[config.mk]
export PLATFORM = sky130hd
export DESIGN_NAME = seven_seg_scan
export DESIGN_NICKNAME = d
export VERILOG_FILES = /design/src/rtl/seven_seg_scan.sv
export SDC_FILE = /design/constraint.sdc
export NUM_CORES = 1
export LEC_CHECK = 0
export BUFFER_PORTS_ARGS = -buffer_cell sky130_fd_sc_hd__buf_4
export CORE_ASPECT_RATIO = 1.25
export CORE_MARGIN = 2
export CORE_UTILIZATION = 55
export DETAILED_ROUTE_END_ITERATION = 7
export PLACE_DENSITY_LB_ADDON = 0.2
export SYNTH_ARGS = -nofsm -noshare
export SYNTH_HDL_FRONTEND = slang
export SYNTH_SLANG_ARGS = --single-unit
[constraint.sdc]
create_clock -name clk -period 2.7 [get_ports clk]
set_clock_uncertainty 0.2 [all_clocks]
set_input_delay 0 -clock clk [delete_from_list [all_inputs] [get_ports clk]]
set_output_delay 0 -clock clk [all_outputs]
set_load 0.02 [all_outputs]
[src/rtl/seven_seg_scan.sv]
// Time-multiplexed BCD driver for a DIGITS-wide common-segment seven-segment display.
// Define SEVEN_SEG_SCAN_HEX_EN to render nibbles 10..15 as A,b,C,d,E,F instead of blank segments.
module seven_seg_scan #(
    parameter int DIGITS   = 4,
    parameter int PRESCALE = 1000
) (
    input  logic                  clk,
    input  logic                  rst,
    input  logic [4*DIGITS-1:0]   value,
    input  logic [DIGITS-1:0]     dp_in,
    input  logic                  load,
    input  logic                  blank_lz,
    output logic [6:0]            seg,
    output logic                  dp,
    output logic [DIGITS-1:0]     digit_en,
    output logic                  frame_done
);

    localparam int PS_W  = (PRESCALE > 1) ? $clog2(PRESCALE) : 1;
    localparam int IDX_W = (DIGITS > 1) ? $clog2(DIGITS) : 1;
    localparam logic [PS_W-1:0]  PS_LAST  = PS_W'(PRESCALE - 1);
    localparam logic [IDX_W-1:0] IDX_LAST = IDX_W'(DIGITS - 1);

    logic [PS_W-1:0]     presc_q, presc_d;
    logic [IDX_W-1:0]    idx_q, idx_d;
    logic [4*DIGITS-1:0] disp_q, disp_d;
    logic [DIGITS-1:0]   dpr_q, dpr_d;
    logic [6:0]          seg_q, seg_d;
    logic                dp_q, dp_d;
    logic [DIGITS-1:0]   en_q, en_d;
    logic                wrap_q, wrap_d;
    logic                frame_q, frame_d;

    logic       tc;
    logic       idx_last;
    logic [3:0] nib;
    logic       dp_bit;
    logic       zero_above;
    logic       blank;

    function automatic logic [6:0] decode(input logic [3:0] n);
        logic [6:0] s;
        case (n)
            4'd0:    s = 7'b1111110;
            4'd1:    s = 7'b0110000;
            4'd2:    s = 7'b1101101;
            4'd3:    s = 7'b1111001;
            4'd4:    s = 7'b0110011;
            4'd5:    s = 7'b1011011;
            4'd6:    s = 7'b1011111;
            4'd7:    s = 7'b1110000;
            4'd8:    s = 7'b1111111;
            4'd9:    s = 7'b1111011;
`ifdef SEVEN_SEG_SCAN_HEX_EN
            4'd10:   s = 7'b1110111;
            4'd11:   s = 7'b0011111;
            4'd12:   s = 7'b1001110;
            4'd13:   s = 7'b0111101;
            4'd14:   s = 7'b1001111;
            default: s = 7'b1000111;
`else
            default: s = 7'b0000000;
`endif
        endcase
        return s;
    endfunction

    // NOTE: every variable gets a default before any branch so no latch is inferred.
    always_comb begin
        tc         = (presc_q == PS_LAST);
        idx_last   = (idx_q == IDX_LAST);
        presc_d    = tc ? '0 : presc_q + 1'b1;
        idx_d      = idx_q;
        if (tc) begin
            idx_d = idx_last ? '0 : idx_q + 1'b1;
        end
        // The wrap is seen here one cycle before digit_en returns to bit 0, so delay it once.
        wrap_d     = tc && idx_last;
        frame_d    = wrap_q;
        disp_d     = load ? value : disp_q;
        dpr_d      = load ? dp_in : dpr_q;

        nib        = 4'd0;
        dp_bit     = 1'b0;
        zero_above = 1'b1;
        blank      = 1'b0;
        en_d       = '0;
        for (int i = DIGITS - 1; i >= 0; i--) begin
            zero_above = zero_above && (disp_q[4*i +: 4] == 4'd0);
            if (idx_q == IDX_W'(i)) begin
                nib    = disp_q[4*i +: 4];
                dp_bit = dpr_q[i];
                blank  = blank_lz && (i != 0) && zero_above;
            end
            en_d[i] = (idx_q == IDX_W'(i));
        end
        seg_d = blank ? 7'd0 : decode(nib);
        dp_d  = dp_bit && !blank;
    end

    // NOTE: synchronous reset; all sequential state uses non-blocking assignments.
    always_ff @(posedge clk) begin
        if (rst) begin
            presc_q <= '0;
            idx_q   <= '0;
            disp_q  <= '0;
            dpr_q   <= '0;
            seg_q   <= '0;
            dp_q    <= 1'b0;
            en_q    <= '0;
            wrap_q  <= 1'b0;
            frame_q <= 1'b0;
        end else begin
            presc_q <= presc_d;
            idx_q   <= idx_d;
            disp_q  <= disp_d;
            dpr_q   <= dpr_d;
            seg_q   <= seg_d;
            dp_q    <= dp_d;
            en_q    <= en_d;
            wrap_q  <= wrap_d;
            frame_q <= frame_d;
        end
    end

    assign seg        = seg_q;
    assign dp         = dp_q;
    assign digit_en   = en_q;
    assign frame_done = frame_q;

endmodule

==> results.json, run 1 <==
{
  "drt_iter0_drc": 100,
  "wl_per_cell_microns": 17.3,
  "dr.pass1.iters": 4,
  "cts_buffers": 5,
  "num_rows": 25,
  "worst_pin_slew_ns": 0.485,
  "drv_cap": 0,
  "crit_fanout": 13,
  "dieArea_sq_um": 4380,
  "yosysTopAreaCellShare": 0.434,
  "htree_levels": 2,
  "p_leak_uw": 0.00137,
  "cpPeakStageDelay_ns": 0.47,
  "setup_viol": 0,
  "fmax_mhz": 391,
  "clk_latency_ns": 0.30,
  "vdd_drop_max_uv": 349,
  "antenna_found_initial": 0,
  "syn_area_per_cell_sq_um": 9.88,
  "drc": 0,
  "start_util": 0.566,
  "fin_cells": 348,
  "synth_ff_type": "dfxtp_1",
  "fin_nets": 342,
  "yosys.area.top_type": "dfxtp_1",
  "vias": 2022,
  "crit_arrival_ns": 2.59,
  "slowest_stage": "ha_1",
  "rsz0062_at_grt": "no",
  "io_pins": 37,
  "cts_sinks": 46,
  "ys_warn_count": 0,
  "grt_max_degree": 32,
  "layout_commonest_cell": "dlygate4sd3_1",
  "drv_slew": 0,
  "synth_area_leaders": "dfxtp_1 (43%), mux2i_1 (12%), ha_1 (6.5%)",
  "power_density_nw_per_um2": 464,
  "die_width_microns": 59.6,
  "hp-class": "in -> reg",
  "ys_seq_elements": 46,
  "placedCellCount": 282,
  "cts_tree": "built",
  "synth_edf_count": 0,
  "syn_to_final_growth_pct": 44.3,
  "finalHoldViolCount": 0,
  "syn_area_sq_um": 2120,
  "grt_usage": 0.295,
  "utilization": 0.816,
  "multiInputGateArea_sq_um": 1090,
  "fp.dieH_microns": 73.5,
  "status": "completed",
  "gp_congestion": 0.848,
  "cts_root_buffer": "clkbuf_8",
  "critPathLaunchType": "flip-flop",
  "regArea_sq_um": 921,
  "max-clock-path-buffers": 2,
  "synth_seq_area_share": 0.434,
  "final_cell_mix": "dlygate4sd3_1 (58), dfxtp_1 (46), buf_4 (37)",
  "clk_transition_reported_paths_ns": 0.08,
  "worstPathCellList": "inv_1, ha_1, nor3b_1, a221o_2, inv_1, ha_1, mux2_4, o22ai_2",
  "whs_ns": 0.0913,
  "core-area_sq_um": 3750,
  "grt_pass1_wl_mm": 9.51,
  "io_buffers": 36,
  "end_kind": "flip-flop",
  "finalCritPeriodShare": 0.948,
  "async_reset_ff_frac": 0,
  "synthCells": 215,
  "drive_gt1_frac": 0.182,
  "fillCellCount": 220,
  "fin_crit_ns": 2.56,
  "max_slew_margin": 0.677,
  "cp.required_ns": 2.73,
  "finalSetupTns_ns": 0,
  "routed_wl_mm": 6.02,
  "gr-total-overflow": 0,
  "critPathKind": "reg -> reg",
  "synthDistinctLibCells": 45,
  "dp_hpwl_mm": 3.01,
  "vias_per_cell": 5.81,
  "num_antenna_cells": 0,
  "synth_nets": 250,
  "first_global_vias": 2003,
  "ant_nets": 0
}
[what timing repair did]
item / CTS / global route
hold endpoints to repair: 30 / 0
endpoints found under the setup margin: 0 / 3
buffers inserted: 0 / 0
resized for setup: 0 / 1
hold buffers: 58 / 0
[cell usage after synthesis (3+ instances only)]
cell,number
o22ai_1,3
nor2b_1,8
a221o_1,4
buf_2,4
xor2_1,3
dfxtp_1,46
inv_1,13
nor2_1,31
a211oi_1,4
a21oi_1,6
nor4_1,3
nand3_1,4
ha_1,11
nand3b_1,4
xnor2_1,4
mux2i_1,25
nand2_1,7
nor3b_1,3
[layout make-up]
type	instances	area share
clock inverter	1	0.00163
tap	40	0.0163
sequential	46	0.301
inverter	13	0.0159
multi-input combinational	146	0.357
clock buffer	7	0.0282
timing repair buffer	95	0.280
[worst max-delay path: cells and delay by family (launching register included)]
kind	cells	cell delay, ns
adder cells (fa/ha/maj)	2	0.69
AND/OR/NAND/NOR	1	0.42
flip-flops	1	0.36
AO/OA/AOI/OAI	2	0.35
multiplexers	1	0.28
buffers and inverters	2	0.19
[flip-flops by register name, summed over array words and instances, names as in the netlist]
name,cells
digit_en,4
disp_q,16
presc_q,10
dpr_q,4
frame_d,1
dp,1
frame_done,1
idx_q,2
seg,7
[kinds of logic (layout without fill, tap and decap cells)]
family | after synthesis | in the layout | synth area share
AND/OR/NAND/NOR | 71 | 71 | 0.179
XOR/XNOR | 7 | 7 | 0.0289
adder cells (fa/ha/maj) | 11 | 11 | 0.0648
buffers and inverters | 23 | 116 | 0.0519
multiplexers | 27 | 27 | 0.130
flip-flops | 46 | 46 | 0.434
AO/OA/AOI/OAI | 30 | 30 | 0.112
[path summary, 6_finish.rpt]
| kind | startpoint | to | slack (ns) | cells after the start |
|---|---|---|---|---|
| setup / recovery | idx_q[1]$_SDFFE_PP0N_ | seg[0]$_SDFF_PP0_ | 0.14 | 8 |
| hold / removal | blank_lz | dp$_SDFF_PP0_ | 0.09 | 4 |
| setup reg to reg | idx_q[1]$_SDFFE_PP0N_ | seg[0]$_SDFF_PP0_ | 0.14 | 8 |
| hold reg to reg | presc_q[0]$_SDFF_PP0_ | presc_q[0]$_SDFF_PP0_ | 0.26 | 1 |
[through the flow]
| step | setup WS, ns | power, uW | instance area [sq um] |
|---|---|---|---|
| 2_1_floorplan | 0.461 | 846 | 2120 |
| 3_3_place_gp | 0.355 | 909 | 2390 |
| 3_5_place_dp | 0.258 | 912 | 2390 |
| 4_1_cts | 0.225 | 1410 | 3060 |
| 5_1_grt | 0.0164 | 1470 | 3060 |
| 6_report | 0.141 | 1420 | 3060 |
[report_power, final]
part           switching (uW)  internal, uW  total (uW)  leakage [uW]
clock network             226           207         433     0.0000482
registers                24.7           712         737      0.000378
logic                     104           148         252      0.000948
total                     355          1070        1420       0.00137
[routing by layer]
metal	global-route usage	up-vias	part of all wire
met3	0.0687	37	0.050
li1	-	934	-
met1	0.323	948	0.39
met2	0.504	103	0.51
met5	0	-	0
met4	0.183	0	0.054
Power figures use the tool's default switching activity.
==> run 2: changes to the inputs <==
--- a/config.mk
+++ b/config.mk
@@ -10,7 +10,8 @@
 export CORE_MARGIN = 2
 export CORE_UTILIZATION = 55
 export DETAILED_ROUTE_END_ITERATION = 7
-export PLACE_DENSITY_LB_ADDON = 0.2
+export MAX_ROUTING_LAYER = met4
+export PLACE_DENSITY_LB_ADDON = 0.3
 export SYNTH_ARGS = -nofsm -noshare
 export SYNTH_HDL_FRONTEND = slang
 export SYNTH_SLANG_ARGS = --single-unit
==> run 2 against run 1 <==
Register-to-register slack lost 0.03 ns. Total power grew 6.5%. Critical path depth is the same. Final area grew 1.6%. Combinational power grew 6%. Sequential power is essentially flat. Via count grew 1.8%. Non-clock buffer count grew 2. Utilization grew 1.3 points. Worst hold slack gained 0.017 ns. First-iteration DRC count grew 36%. Die area is the same. Highest routed layer unchanged.
==> results.json, run 2 (synthesis gave the netlist of run 1 again) <==
{
  "power_density_nw_per_um2": 487,
  "fin_cells": 350,
  "dr.pass1.iters": 4,
  "cts_root_buffer": "clkbuf_8",
  "crit_arrival_ns": 2.63,
  "fp.dieH_microns": 73.5,
  "first_global_vias": 2175,
  "num_antenna_cells": 0,
  "syn_to_final_growth_pct": 46.6,
  "rsz0062_at_grt": "no",
  "drive_gt1_frac": 0.194,
  "layout_commonest_cell": "dlygate4sd3_1",
  "grt_pass1_wl_mm": 10.8,
  "slowest_stage": "dfxtp_1",
  "num_rows": 25,
  "vdd_drop_max_uv": 368,
  "fmax_mhz": 386,
  "cts_tree": "built",
  "hp-class": "in -> reg",
  "max_slew_margin": 0.629,
  "ant_nets": 0,
  "finalSetupTns_ns": 0,
  "die_width_microns": 59.6,
  "finalCritPeriodShare": 0.959,
  "p_leak_uw": 0.00139,
  "rr_worst_depth": 8,
  "holdPathStages": 4,
  "pre_cts_ws_ns": 0.284,
  "dp_hpwl_mm": 2.95,
  "final_cell_mix": "dlygate4sd3_1 (59), dfxtp_1 (46), buf_4 (38)",
  "grt_max_degree": 32,
  "clk_transition_reported_paths_ns": 0.09,
  "utilization": 0.829,
  "fillCellCount": 184,
  "crit_fanout": 12,
  "largest_register": "disp_q",
  "drt_iter0_drc": 136,
  "whs_ns": 0.108,
  "drv_cap": 0,
  "drc": 0,
  "largest_reg_flops": 16,
  "dieArea_sq_um": 4380,
  "worst_pin_slew_ns": 0.556,
  "gr-total-overflow": 0,
  "multiInputGateArea_sq_um": 1110,
  "fin_crit_ns": 2.59,
  "setup_slack_ns": 0.110,
  "grt_usage": 0.348,
  "start_util": 0.566,
  "antenna_found_initial": 0,
  "worstPathCellList": "inv_1, ha_1, a211oi_2, a221o_2, inv_1, ha_1, mux2_4, o22ai_2",
  "wl_per_cell_microns": 19.5,
  "regArea_sq_um": 921,
  "critPathLaunchType": "flip-flop",
  "drv_slew": 0,
  "htree_levels": 2,
  "finalHoldViolCount": 0,
  "status": "completed",
  "cpPeakStageDelay_ns": 0.43,
  "core-area_sq_um": 3750,
  "clk_latency_ns": 0.31,
  "vias_per_cell": 5.88,
  "routed_wl_mm": 6.83,
  "critPathKind": "reg -> reg",
  "setup_viol": 0,
  "gp_congestion": 0.843,
  "placedCellCount": 282,
  "cts_buffers": 5,
  "cts_sinks": 46,
  "max-clock-path-buffers": 2,
  "vias": 2059,
  "io_pins": 37,
  "end_kind": "flip-flop",
  "cp.required_ns": 2.74,
  "fin_nets": 344,
  "io_buffers": 36
}
[run 2: through the flow]
stage               instance area, sq um  total power (uW)
floorplan                           2120               846
global placement                    2390               908
detailed placement                  2390               911
CTS                                 3090              1490
global route                        3110              1560
finish                              3110              1510
[run 2: critical path: cells and delay by family, from the launching register on]
family | cells | cell delay (ns)
AOI/OAI and AO/OA | 3 | 0.81
adders and majority gates | 2 | 0.60
DFF | 1 | 0.43
muxes | 1 | 0.28
buffers and inverters | 2 | 0.19
[run 2: repair_timing]
| item | CTS | global route |
|---|---|---|
| hold endpoints to repair | 30 | 0 |
| hold buffers | 59 | 0 |
| setup endpoints to repair | 0 | 6 |
| resized for setup | 0 | 4 |
| buffers inserted | 0 | 1 |
[run 2: layer usage]
metal / up-vias / GRT usage / wire (microns)
met5: - / - / 0
met3: 37 / 0.0845 / 385
met4: 0 / 0.193 / 344
met2: 96 / 0.548 / 3340
met1: 994 / 0.402 / 2760
li1: 932 / - / -
[run 2: area by class of cell]
class,instances,share of cell area
Clock buffer,6,0.0233
Clock inverter,2,0.0121
Inverter,13,0.0157
Multi-Input combinational cell,146,0.355
Sequential cell,46,0.296
Tap cell,40,0.0161
Timing Repair Buffer,97,0.281
[run 2: report_power, final]
group	leakage [uW]	internal (uW)	switching [uW]	total [uW]
Clock	0.0000514	276	235	511
Sequential	0.000378	712	25.7	738
Combinational	0.000956	150	115	266
[run 2: final timing paths]
check | start | to | slack, ns
setup / recovery | idx_q[0]$_SDFFE_PP0N_ | seg[0]$_SDFF_PP0_ | 0.11
hold / removal | blank_lz | seg[0]$_SDFF_PP0_ | 0.11
setup reg to reg | idx_q[0]$_SDFFE_PP0N_ | seg[0]$_SDFF_PP0_ | 0.11
hold reg to reg | frame_d$_SDFF_PP0_ | frame_done$_SDFF_PP0_ | 0.24
==> run 3: changes to the inputs <==
--- a/config.mk
+++ b/config.mk
@@ -5,7 +5,10 @@
 export SDC_FILE = /design/constraint.sdc
 export NUM_CORES = 1
 export LEC_CHECK = 0
+export ABC_AREA = 1
+export ABC_CLOCK_PERIOD_IN_PS = 2700
 export BUFFER_PORTS_ARGS = -buffer_cell sky130_fd_sc_hd__buf_4
+export CAP_MARGIN = 20
 export CORE_ASPECT_RATIO = 1.25
 export CORE_MARGIN = 2
 export CORE_UTILIZATION = 55
==> run 3 against run 2 <==
Register-to-register slack improved by 0.20 ns. Highest routed layer unchanged. Worst hold slack improved by 0.066 ns. Routed wire length down 21%.
==> results.json, run 3 <==
{
  "synth_nets": 333,
  "core-area_sq_um": 3780,
  "crit_fanout": 11,
  "gr-total-overflow": 0,
  "synthCells": 298,
  "finalHoldViolCount": 0,
  "synth_common_cells": "nor2_1 (61), nand2_1 (54), dfxtp_1 (46), o21ai_0 (27), inv_1 (25)",
  "largest_reg_flops": 16,
  "clk_transition_reported_paths_ns": 0.09,
  "dieArea_sq_um": 4450,
  "syn_area_per_cell_sq_um": 7.25,
  "fmax_mhz": 418,
  "first_global_vias": 2011,
  "fillCellCount": 281,
  "syn_to_final_growth_pct": 34.7,
  "num_rows": 25,
  "fp.dieH_microns": 74.1,
  "io_pins": 37,
  "syn_area_sq_um": 2160,
  "hp-class": "in -> reg",
  "max-clock-path-buffers": 2,
  "rsz0062_at_grt": "no",
  "routed_wl_mm": 5.39,
  "max_slew_margin": 0.479,
  "cts_root_buffer": "clkbuf_8",
  "cts_buffers": 5,
  "start_util": 0.571,
  "drv_cap": 0,
  "die_width_microns": 60.1,
  "drive_gt1_frac": 0.166,
  "end_kind": "flip-flop",
  "final_cell_mix": "nor2_1 (61), nand2_1 (54), dfxtp_1 (46)",
  "cp.required_ns": 2.74,
  "ant_nets": 0,
  "dp_hpwl_mm": 3.38,
  "vdd_drop_max_uv": 572,
  "ys_seq_elements": 46,
  "fin_nets": 402,
  "cts_sinks": 46,
  "gp_congestion": 0.897,
  "synth_edf_count": 0,
  "async_reset_ff_frac": 0,
  "vias_per_cell": 5.02,
  "cts_setup_buffers": 0,
  "power_density_nw_per_um2": 509,
  "synth_area_leaders": "dfxtp_1 (43%), nor2_1 (11%), nand2_1 (9.4%)",
  "fin_cells": 422,
  "dr.pass1.iters": 4,
  "cts_tree": "built",
  "synth_ff_type": "dfxtp_1",
  "synth_most_common_cell": "nor2_1",
  "setup_viol": 0,
  "fin_crit_ns": 2.39,
  "synthDistinctLibCells": 27,
  "antenna_found_initial": 0,
  "io_buffers": 36,
  "layout_commonest_cell": "nor2_1",
  "status": "completed",
  "drc": 0,
  "p_leak_uw": 0.00136,
  "htree_levels": 2,
  "critPathKind": "reg -> reg",
  "finalCritPeriodShare": 0.887,
  "ys_warn_count": 0,
  "yosysTopAreaCellShare": 0.426,
  "drv_slew": 0,
  "vias": 2118,
  "num_antenna_cells": 0,
  "largest_register": "disp_q",
  "grt_max_degree": 27,
  "wl_per_cell_microns": 12.8,
  "grt_pass1_wl_mm": 8.98,
  "synth_seq_area_share": 0.426,
  "grt_usage": 0.281,
  "crit_arrival_ns": 2.44,
  "drt_iter0_drc": 92,
  "clk_latency_ns": 0.31,
  "worst_pin_slew_ns": 0.780,
  "finalSetupTns_ns": 0,
  "power.total_uw": 1480,
  "placedCellCount": 379,
  "yosys.area.top_type": "dfxtp_1",
  "critPathLaunchType": "flip-flop"
}
## run 3: changes by cell type after synthesis, sizes merged, moves of 15 or more
cell,change
a21oi,+21
o21ai,+23
mux2i,-25
nand2,+52
nor2,+32
inv,+15
## run 3: worst paths after layout
kind                         start                     to  slack [ns]  depth (start not counted)
max          idx_q[1]$_SDFFE_PP0N_      seg[6]$_SDFF_PP0_        0.31                         12
min                       blank_lz          dp$_SDFF_PP0_        0.17                          8
max reg2reg  idx_q[1]$_SDFFE_PP0N_      seg[6]$_SDFF_PP0_        0.31                         12
min reg2reg     frame_d$_SDFF_PP0_  frame_done$_SDFF_PP0_        0.21                          2
## run 3: critical path, cell delays in order, from the launching register on
cell and delay [ns]:
dfxtp_1 0.36, inv_1 0.08, ha_1 0.31, inv_1 0.25
o211ai_1 0.14, a21oi_1 0.29, inv_1 0.16, ha_1 0.20
inv_1 0.05, nand3_1 0.06, nand2_1 0.07, nand2_1 0.05
a21oi_1 0.11
## run 3: cell type report
cell class | count | area (sq um) | area share
clock buffer | 5 | 68.8 | 0.0236
clock inverter | 3 | 43.8 | 0.0150
inverter | 28 | 108 | 0.0370
multi-input combinational | 215 | 1080 | 0.371
sequential | 46 | 921 | 0.316
tap | 54 | 67.6 | 0.0232
timing repair buffer | 71 | 621 | 0.213
## run 3: repair_timing
action / 4_1_cts / 5_1_grt
endpoints found under the hold margin: 28 / 0
gates resized for setup: 0 / 0
hold buffers: 35 / 0
## run 3: routing by layer
metal,vias to the layer above,part of all wire,global-route usage
met5,-,0,-
met4,0,0.023,0.128
met3,14,0.040,0.0643
met2,62,0.50,0.466
met1,948,0.43,0.317
li1,1094,-,-
## run 3: cell families (layout without fill, tap and decap cells)
family,count (synthesis),after routing,share of synthesized area
AND/OR/NAND/NOR,145,145,0.289
flip-flops,46,46,0.426
buffers and inverters,37,107,0.0735
adder cells (fa/ha/maj),11,11,0.0637
XOR/XNOR,1,1,0.00405
AO/OA/AOI/OAI,58,58,0.144
## run 3: report_power, final
| group | internal [uW] | total, uW | switching (uW) |
|---|---|---|---|
| clock | 278 | 525 | 247 |
| combinational | 111 | 222 | 111 |
| sequential | 715 | 736 | 21.4 |
## run 3: per-stage QoR
step                 util  instance area [sq um]  hold WS [ns]  setup slack, ns
global placement    0.647                   2450        0.0200            0.467
finish              0.769                   2910         0.175            0.306
detailed placement  0.647                   2450        0.0279            0.326
CTS                 0.769                   2910         0.176            0.318
floorplan               -                   2160       -0.0651            0.705
global route        0.769                   2910         0.231           0.0974
